===== src/rtl/tlp2mdio_if.sv =====
// TRN receive-stream bundle as seen by a passive tap: the source drives every
// signal, including the real consumer's destination-ready, and the tap only listens.
interface tlp2mdio_if;
  logic [63:0] trn_rd;
  logic [7:0]  trn_rrem_n;
  logic        trn_rsof_n;
  logic        trn_reof_n;
  logic        trn_rsrc_rdy_n;
  logic        trn_rdst_rdy_n;
  logic [6:0]  trn_rbar_hit_n;

  modport master (
    output trn_rd, trn_rrem_n, trn_rsof_n, trn_reof_n,
           trn_rsrc_rdy_n, trn_rdst_rdy_n, trn_rbar_hit_n
  );

  modport slave (
    input  trn_rd, trn_rrem_n, trn_rsof_n, trn_reof_n,
           trn_rsrc_rdy_n, trn_rdst_rdy_n, trn_rbar_hit_n
  );
endinterface


===== src/rtl/tlp2mdio.sv =====
// Passive TRN RX tap: catches single-DW MWr32 to the MDIO access register and
// holds the byte-swapped command on acc_data/acc_en until the host acknowledges it.
module tlp2mdio #(
  parameter int          BAR_IDX    = 0,
  parameter logic [11:0] REG_OFFSET = 12'h040
) (
  input  logic              trn_clk,
  input  logic              trn_reset_n,
  tlp2mdio_if.slave         rx,
  output logic [31:0]       acc_data,
  output logic              acc_en,
  input  logic              acc_en_ack,
  output logic [7:0]        drop_cnt
);

  typedef enum logic [1:0] {S_IDLE, S_HDR, S_PEND} state_t;

  state_t      r_state, w_state_nxt;
  logic        r_pend_hdr, w_pend_hdr_nxt;
  logic [3:0]  r_be, w_be_nxt;
  logic        r_ack_p0, r_ack_p1, r_ack_p2;
  logic        w_beat, w_hdr_match, w_hdr_cur, w_hdr_nxt, w_pend, w_pend_nxt;
  logic        w_addr_match, w_data_ok, w_capture, w_drop, w_ack_edge;
  logic        w_unused;

  function automatic logic [31:0] swap_bytes(input logic [31:0] d);
    return {d[7:0], d[15:8], d[23:16], d[31:24]};
  endfunction

  function automatic logic [7:0] sat_inc(input logic [7:0] c);
    return (c == 8'hFF) ? c : c + 8'd1;
  endfunction

  assign w_beat      = !rx.trn_rsrc_rdy_n && !rx.trn_rdst_rdy_n;
  assign w_hdr_match = (rx.trn_rd[62:61] == 2'b10) && (rx.trn_rd[60:56] == 5'b00000) &&
                       (rx.trn_rd[41:32] == 10'd1) && !rx.trn_rbar_hit_n[BAR_IDX];
  assign w_pend      = (r_state == S_PEND);
  // A header may be outstanding either in HDR or while a command is still pending.
  assign w_hdr_cur   = (r_state == S_HDR) || (w_pend && r_pend_hdr);
  assign w_addr_match = (rx.trn_rd[43:34] == REG_OFFSET[11:2]);
  assign w_data_ok   = !rx.trn_reof_n && (rx.trn_rrem_n == 8'h00) && (r_be == 4'hF);
  assign w_ack_edge  = r_ack_p1 && !r_ack_p2;
  assign w_unused    = ^{rx.trn_rd[63], rx.trn_rd[55:44], rx.trn_rbar_hit_n};

  always_comb begin
    w_hdr_nxt = w_hdr_cur;
    w_be_nxt  = r_be;
    w_capture = 1'b0;
    w_drop    = 1'b0;
    if (w_beat) begin
      if (!rx.trn_rsof_n) begin
        w_hdr_nxt = w_hdr_match;
        w_be_nxt  = rx.trn_rd[3:0];
      end else if (w_hdr_cur) begin
        w_hdr_nxt = 1'b0;
        if (w_addr_match) begin
          if (w_data_ok && !w_pend) w_capture = 1'b1;
          else                      w_drop    = 1'b1;
        end
      end
    end
    // Ack beats a simultaneous write: the write was already counted as a drop above.
    w_pend_nxt     = w_capture || (w_pend && !w_ack_edge);
    w_pend_hdr_nxt = w_pend_nxt && w_hdr_nxt;
    if (w_pend_nxt)     w_state_nxt = S_PEND;
    else if (w_hdr_nxt) w_state_nxt = S_HDR;
    else                w_state_nxt = S_IDLE;
  end

  always_ff @(posedge trn_clk or negedge trn_reset_n) begin
    if (!trn_reset_n) begin
      r_state    <= S_IDLE;
      r_pend_hdr <= 1'b0;
      acc_en     <= 1'b0;
      acc_data   <= 32'h0;
      drop_cnt   <= 8'h0;
      r_ack_p0   <= 1'b0;
      r_ack_p1   <= 1'b0;
      r_ack_p2   <= 1'b0;
    end else begin
      r_state    <= w_state_nxt;
      r_pend_hdr <= w_pend_hdr_nxt;
      acc_en     <= w_pend_nxt;
      if (w_capture) acc_data <= swap_bytes(rx.trn_rd[31:0]);
      if (w_drop)    drop_cnt <= sat_inc(drop_cnt);
      r_ack_p0   <= acc_en_ack;
      r_ack_p1   <= r_ack_p0;
      r_ack_p2   <= r_ack_p1;
    end
  end

  always_ff @(posedge trn_clk) begin
    r_be <= w_be_nxt;
  end

endmodule


===== src/flat_wrapper.sv =====
// flat-port wrapper written by rule: the top's interface ports become plain ports
module tlp2mdio_flat 
#(
  parameter int          BAR_IDX    = 0,
  parameter logic [11:0] REG_OFFSET = 12'h040
)
  (trn_clk, trn_reset_n, acc_data, acc_en, acc_en_ack, drop_cnt, rx_trn_rd, rx_trn_rrem_n, rx_trn_rsof_n, rx_trn_reof_n, rx_trn_rsrc_rdy_n, rx_trn_rdst_rdy_n, rx_trn_rbar_hit_n);
  tlp2mdio_if rx_i ();
  input  logic trn_clk;
  input  logic trn_reset_n;
  output logic [31:0] acc_data;
  output logic acc_en;
  input  logic acc_en_ack;
  output logic [7:0] drop_cnt;
  input wire logic [$bits(rx_i.trn_rd)-1:0] rx_trn_rd;
  input wire logic [$bits(rx_i.trn_rrem_n)-1:0] rx_trn_rrem_n;
  input wire logic [$bits(rx_i.trn_rsof_n)-1:0] rx_trn_rsof_n;
  input wire logic [$bits(rx_i.trn_reof_n)-1:0] rx_trn_reof_n;
  input wire logic [$bits(rx_i.trn_rsrc_rdy_n)-1:0] rx_trn_rsrc_rdy_n;
  input wire logic [$bits(rx_i.trn_rdst_rdy_n)-1:0] rx_trn_rdst_rdy_n;
  input wire logic [$bits(rx_i.trn_rbar_hit_n)-1:0] rx_trn_rbar_hit_n;
  assign rx_i.trn_rd = rx_trn_rd;
  assign rx_i.trn_rrem_n = rx_trn_rrem_n;
  assign rx_i.trn_rsof_n = rx_trn_rsof_n;
  assign rx_i.trn_reof_n = rx_trn_reof_n;
  assign rx_i.trn_rsrc_rdy_n = rx_trn_rsrc_rdy_n;
  assign rx_i.trn_rdst_rdy_n = rx_trn_rdst_rdy_n;
  assign rx_i.trn_rbar_hit_n = rx_trn_rbar_hit_n;
  tlp2mdio #(.BAR_IDX(BAR_IDX), .REG_OFFSET(REG_OFFSET)) u_core (.trn_clk(trn_clk), .trn_reset_n(trn_reset_n), .rx(rx_i), .acc_data(acc_data), .acc_en(acc_en), .acc_en_ack(acc_en_ack), .drop_cnt(drop_cnt));
endmodule

===== config.mk =====
export PLATFORM = sky130hd
export DESIGN_NAME = tlp2mdio_flat
export DESIGN_NICKNAME = d
export VERILOG_FILES = /design/src/rtl/tlp2mdio_if.sv /design/src/rtl/tlp2mdio.sv /design/src/flat_wrapper.sv
export SDC_FILE = /design/constraint.sdc
export NUM_CORES = 1
export LEC_CHECK = 0
export CORE_ASPECT_RATIO = 1.25
export CORE_MARGIN = 2
export CORE_UTILIZATION = 41
export CTS_CLUSTER_DIAMETER = 30
export DETAILED_ROUTE_END_ITERATION = 7
export PLACE_DENSITY_LB_ADDON = 0.2
export SLEW_MARGIN = 20
export SYNTH_ARGS = -nofsm -noshare
export SYNTH_HDL_FRONTEND = slang
export SYNTH_SLANG_ARGS = --single-unit

===== constraint.sdc =====
create_clock -name trn_clk -period 3.2 [get_ports trn_clk]
set_input_delay 0.8 -clock trn_clk [delete_from_list [all_inputs] [get_ports trn_clk]]
set_output_delay 0.8 -clock trn_clk [all_outputs]
set_load 0.01 [all_outputs]

==> impl_metrics.env, run 1 <==
export IMPL_layout_common_cells="clkdlybuf4s50_1 (106), dfrtp_1 (46), mux2_4 (30), nor3_1 (6), xor2_1 (6)"
export IMPL_hold_depth=0
export IMPL_yosysTopAreaCell="dfrtp_1"
export IMPL_drive_above_1_share=0.190
export IMPL_drt_iter0_drc=31
export IMPL_leakage_nw=1.53
export IMPL_status="finished clean"
export IMPL_cp_arrival_ps=3150
export IMPL_synth_flop_cell="dfrtp_1"
export IMPL_ant_nets=0
export IMPL_tightest_slew_ps=560
export IMPL_skew_ps=3.62
export IMPL_hp_class="flip-flop to flip-flop"
export IMPL_end_kind="flip-flop"
export IMPL_io_buffers=107
export IMPL_postCtsSetupBuffers=0
export IMPL_die_y_um=85.8
export IMPL_required_ps=3380
export IMPL_cts_tree="built"
export IMPL_r2r_slack_ps=1120
export IMPL_die_area_um2=5960
export IMPL_ys_types=28
export IMPL_grt_ovfl_total=0
export IMPL_dieWidth_um=69.4
export IMPL_start_kind="primary input"
export IMPL_final_cells=320
export IMPL_slowest_delay_ps=500
export IMPL_grt_pass1_vias=1628
export IMPL_yosysTopAreaCellShare=0.525
export IMPL_startpoint="rx_trn_rrem_n[3]"
export IMPL_post_dp_hpwl_um=3420
export IMPL_drcViolationCount=0
export IMPL_synth_edff_count=4
export IMPL_synthArstFlopShare=0.920
export IMPL_syn_area_um2=2190
export IMPL_dp_cells=312
export IMPL_syn2layout_area_growth_pct=57.0
export IMPL_ys_seq_area_frac=0.579
export IMPL_r2r_start="u_core.acc_en"
export IMPL_crit_buf_inv=2
export IMPL_final_common_cell="clkdlybuf4s50_1"
export IMPL_period_needed_ps=2960
export IMPL_ctsHoldBuffers=0
export IMPL_path_class="primary input to flip-flop"
export IMPL_cp_max_fo=15
export IMPL_gp_congestion=0.700
export IMPL_max_freq_ghz=0.337
export IMPL_max_slew_margin_rel=0.624
export IMPL_num_vias=1560
export IMPL_powerDensity_nw_per_um2=339
export IMPL_wirelength_um=4580
export IMPL_rsz0062_at_grt="no"
export IMPL_coreArea_um2=5120
export IMPL_min_period_over_period=0.926
export IMPL_clock_sinks=50
export IMPL_vias_per_cell=4.88
export IMPL_cpLargestDelayFamily="simple AND/OR/NAND/NOR gates"
export IMPL_n_antenna_cell=0
export IMPL_start_util=0.429
export IMPL_critical_path_endpoint="u_core.acc_data[28]"
export IMPL_syn_nets=228
export IMPL_syn_inst=141
export IMPL_synth_area_leaders="dfrtp_1 (52%), mux2_4 (21%), edfxtp_1 (5.5%)"
export IMPL_wire_per_inst_um=14.3
export IMPL_crit_chain="clkdlybuf4s50_1 -> or4_1 -> or4_1 -> or2_4 -> nor2_8 -> buf_12 -> mux2_4"
export IMPL_n_fill_cell=396
export IMPL_ctsResizeCount=0
export IMPL_setup_viol=0
export IMPL_cts_made_buffers=5
export IMPL_irDropWorstVdd_mv=0.227
export IMPL_yosys_warnings=0
export IMPL_cts_root_buf="clkbuf_8"
export IMPL_rows=29
export IMPL_grt_pass1_wl_um=7400
export IMPL_finalMaxSlewViolations=0
export IMPL_worstRegToRegCells=5
export IMPL_pin_count=127
export IMPL_syn_area_per_cell_um2=15.6
export IMPL_hold_violations=0
export IMPL_grt_max_degree=47
export IMPL_fin_util=0.674
export IMPL_timing_critical_path_mode_cell="or4_1"
export IMPL_cap_violations=0
export IMPL_cts_buffer_depth=2
export IMPL_cp_num_cells=7
export IMPL_finalNetCount=344
export IMPL_crit_path_top_delay_cell="or4_1"
export IMPL_power_total_mw=1.17
export IMPL_path_clk_slew_ps=80
export IMPL_track_usage=0.158
export IMPL_clk_latency_ps=290
export IMPL_antenna_found_initial=0
export IMPL_htreeDepth=2
export IMPL_ys_seq_elements=50
export IMPL_dr_pass1_iters=3
export IMPL_r2r_end="u_core.drop_cnt[6]"
==> synthesized netlist by cell type, types with 3 or more instances <==
master	instances
nor4_1	3
xor2_1	6
nand3_1	5
nor4b_1	5
dfrtp_1	46
buf_12	3
nor3_1	6
mux2_2	4
edfxtp_1	4
mux2_4	30
nand4_1	4
nor2_1	4
==> where the power goes <==
group	switching, mW	leakage [nW]	total [mW]	internal [mW]
sequential	0.00105	0.673	0.644	0.643
combinational	0.0247	0.809	0.0972	0.0725
clock	0.192	0.0524	0.426	0.234
total	0.218	1.53	1.17	0.949
==> worst min-delay path by stage <==
| stage | from | endpoint | slack [ps] |
|---|---|---|---|
| floorplan | u_core.r_ack_p0 | u_core.r_ack_p1 | 330 |
| global placement | u_core.r_ack_p0 | u_core.r_ack_p1 | 330 |
| detailed placement | u_core.r_ack_p0 | u_core.r_ack_p1 | 340 |
| CTS | u_core.r_ack_p0 | u_core.r_ack_p1 | 360 |
| global route | u_core.r_ack_p0 | u_core.r_ack_p1 | 360 |
| finish | u_core.r_ack_p0 | u_core.r_ack_p1 | 350 |
==> flip-flops by register name, summed over array words and instances (netlist names) <==
register,count
u_core.acc_data,32
u_core.drop_cnt,8
u_core.r_be,4
u_core.acc_en,1
u_core.r_ack_p0,1
u_core.r_ack_p1,1
u_core.r_ack_p2,1
u_core.r_pend_hdr,1
u_core.r_state,1
==> cell type report <==
cell class              count  area, um^2  share of cell area
inverters                   2        7.51             0.00218
flip-flops and latches     50        1270               0.369
clock buffers               7        76.3              0.0221
multi-input cells          85         845               0.245
repair buffers            113        1140               0.330
clock inverters             1        30.0             0.00871
well taps                  62        77.6              0.0225
==> worst register-to-register path: stages (launching register included) <==
cell and delay (ps):
dfrtp_1 360, nor2b_1 230, a21oi_1 110, or3_1 510, nor4_1 390, mux2_2 370
==> per-stage QoR <==
stage	hold slack [ps]	setup WS (ps)	cell area (um^2)	TNS [ps]
2_1_floorplan	331	401	2190	0
3_3_place_gp	333	-90.7	3340	-2320
3_5_place_dp	338	-80.2	3340	-1990
4_1_cts	359	227	3440	0
5_1_grt	359	168	3450	0
6_report	353	236	3450	0
==> logic make-up after synthesis <==
kind of cell / Yosys count / share of synthesized area
AO/OA/AOI/OAI: 4 / 0.0108
AND/OR/NAND/NOR: 40 / 0.119
XOR/XNOR: 6 / 0.0239
multiplexers: 34 / 0.226
buffers and inverters: 6 / 0.0359
flip-flops: 50 / 0.579
adder cells (fa/ha/maj): 1 / 0.00570
==> layer usage <==
layer  part of all wire  global-route usage  vias up  routed length [um]
li1                   -                   -      741                   -
met1               0.40               0.173      744                1820
met2               0.50               0.282       71                2270
met3              0.096              0.0576        4                 439
met4             0.0094              0.0535        0                  43
met5                  0                   0        -                   0
Power figures use the tool's default switching activity.
==> inputs of run 2 (changes only) <==
==> constraint.sdc (replaced) <==
create_clock -name trn_clk -period 3.2 [get_ports trn_clk]
set_input_delay 0.64 -clock trn_clk [delete_from_list [all_inputs] [get_ports trn_clk]]
set_output_delay 0.64 -clock trn_clk [all_outputs]
set_load 0.01 [all_outputs]
==> impl_metrics.env, run 2 (same netlist as run 1, synthesis figures left out) <==
export IMPL_pin_count=127
export IMPL_skew_ps=6.25
export IMPL_drcViolationCount=0
export IMPL_htreeDepth=2
export IMPL_grt_pass1_vias=1616
export IMPL_timing_critical_path_mode_cell="or4_1"
export IMPL_r2r_start="u_core.acc_en"
export IMPL_wire_per_inst_um=14.6
export IMPL_dr_max_layer_used="met4"
export IMPL_die_area_um2=5960
export IMPL_period_needed_ps=2840
export IMPL_rsz0062_at_grt="no"
export IMPL_required_ps=3380
export IMPL_end_kind="flip-flop"
export IMPL_path_clk_slew_ps=90
export IMPL_drive_above_1_share=0.188
export IMPL_crit_path_top_delay_cell="or4_1"
export IMPL_n_antenna_cell=0
export IMPL_cts_tree="built"
export IMPL_reg_top3="u_core.acc_data: 32 flops, u_core.drop_cnt: 8 flops, u_core.r_be: 4 flops"
export IMPL_setup_viol=0
export IMPL_path_class="primary input to flip-flop"
export IMPL_max_slew_margin_rel=0.625
export IMPL_leakage_nw=1.51
export IMPL_io_buffers=107
export IMPL_grt_ovfl_total=0
export IMPL_post_dp_hpwl_um=3470
export IMPL_postCtsSetupBuffers=0
export IMPL_n_fill_cell=394
export IMPL_hp_class="primary input to asynchronous set/reset pin"
export IMPL_cp_arrival_ps=3020
export IMPL_worstRegToRegCells=5
export IMPL_status="finished clean"
export IMPL_cp_max_fo=5
export IMPL_dieWidth_um=69.4
export IMPL_grt_pass1_wl_um=7620
export IMPL_finalMaxSlewViolations=0
export IMPL_dp_cells=310
export IMPL_tightest_slew_ps=563
export IMPL_grt_max_degree=47
export IMPL_cts_made_buffers=5
export IMPL_antenna_found_initial=0
export IMPL_coreArea_um2=5120
export IMPL_setup_tns_ps=0
export IMPL_start_kind="primary input"
export IMPL_cap_violations=0
export IMPL_wirelength_um=4650
export IMPL_top_register="u_core.acc_data"
export IMPL_syn2layout_area_growth_pct=55.4
export IMPL_wl_met3_um=437
export IMPL_met2_length_um=2280
export IMPL_slowest_delay_ps=510
export IMPL_die_y_um=85.8
export IMPL_r2r_end="u_core.drop_cnt[6]"
export IMPL_ctsResizeCount=0
export IMPL_dr_pass1_iters=4
export IMPL_irDropWorstVdd_mv=0.235
export IMPL_clock_sinks=50
export IMPL_gp_congestion=0.700
export IMPL_hold_violations=0
export IMPL_largest_register_ffs=32
export IMPL_num_vias=1549
export IMPL_rows=29
export IMPL_crit_chain="clkdlybuf4s50_1 -> or4_1 -> or4_1 -> or2_4 -> nor2_8 -> buf_4 -> mux2_4"
export IMPL_final_cells=318
export IMPL_track_usage=0.163
export IMPL_cts_root_buf="clkbuf_8"
export IMPL_met1_length_um=1860
export IMPL_r2r_slack_ps=1050
export IMPL_drt_iter0_drc=50
export IMPL_ant_nets=0
export IMPL_min_period_over_period=0.888
export IMPL_powerDensity_nw_per_um2=320
export IMPL_final_common_cell="clkdlybuf4s50_1"
export IMPL_vias_per_cell=4.87
export IMPL_cts_buffer_depth=2
export IMPL_start_util=0.429
export IMPL_max_freq_ghz=0.352
export IMPL_regArea_um2=1270
export IMPL_clk_latency_ps=300
export IMPL_layout_common_cells="clkdlybuf4s50_1 (106), dfrtp_1 (46), mux2_4 (30), nor3_1 (6), xor2_1 (6)"
export IMPL_multi_input_area_um2=845
export IMPL_finalNetCount=342
export IMPL_ctsHoldBuffers=0
-- run 2: cell count changes in the layout (fill, tap and decap cells not counted), sizes merged --
cell / delta
buf: -2
clkbuf: -2
bufinv: -1
clkinvlp: +1
clkinv: +2
-- run 2: cell type report --
class                   count  share of cell area
clock buffers               5              0.0202
clock inverters             3             0.00477
repair buffers            111               0.330
multi-input cells          85               0.248
flip-flops and latches     50               0.373
inverters                   2             0.00220
well taps                  62              0.0228
-- run 2: worst max-delay path by stage --
stage	start	slack (ps)	endpoint	cells after the start
2_1_floorplan	rx_trn_rrem_n[3]	560	u_core.acc_data[10]	6
3_3_place_gp	rx_trn_rrem_n[3]	60	u_core.acc_data[29]	7
3_5_place_dp	rx_trn_rrem_n[2]	60	u_core.acc_data[2]	7
4_1_cts	rx_trn_rrem_n[3]	370	u_core.acc_data[26]	7
5_1_grt	rx_trn_rrem_n[3]	310	u_core.acc_data[16]	7
6_report	rx_trn_rrem_n[3]	360	u_core.acc_data[16]	7
-- run 2: where the power goes --
| group | switching, mW | internal (mW) |
|---|---|---|
| Sequential | 0.00111 | 0.643 |
| Clock | 0.201 | 0.150 |
| Combinational | 0.0248 | 0.0725 |
| Total | 0.226 | 0.865 |
-- run 2: routing by layer --
layer | global-route usage | up-vias
met3 | 0.0576 | 6
met4 | 0.0535 | 0
met5 | 0 | -
li1 | - | 739
met1 | 0.189 | 733
met2 | 0.282 | 71
-- run 2: stage by stage --
stage               instance area (um^2)   util  worst slack [ps]  power, mW  hold slack [ps]
floorplan                           2190      -               561      0.662              331
detailed placement                  3320  0.649              62.7      0.756              342
CTS                                 3410  0.666               371       1.12              363
global placement                    3320  0.649              61.5      0.754              333
finish                              3410  0.666               359       1.09              331
global route                        3410  0.666               307       1.15              364
-- run 2: critical path: cells and delay by family --
kind / cells / cell delay, ps
AND/OR/NAND/NOR: 4 / 1470
buffers and inverters: 2 / 580
multiplexers: 1 / 310
==> inputs of run 3 (changes only) <==
Settings changed: CTS_CLUSTER_SIZE set to 14.
==> results of run 3 <==
Same layout as run 2: the final DEF is identical, and so are final timing and power.
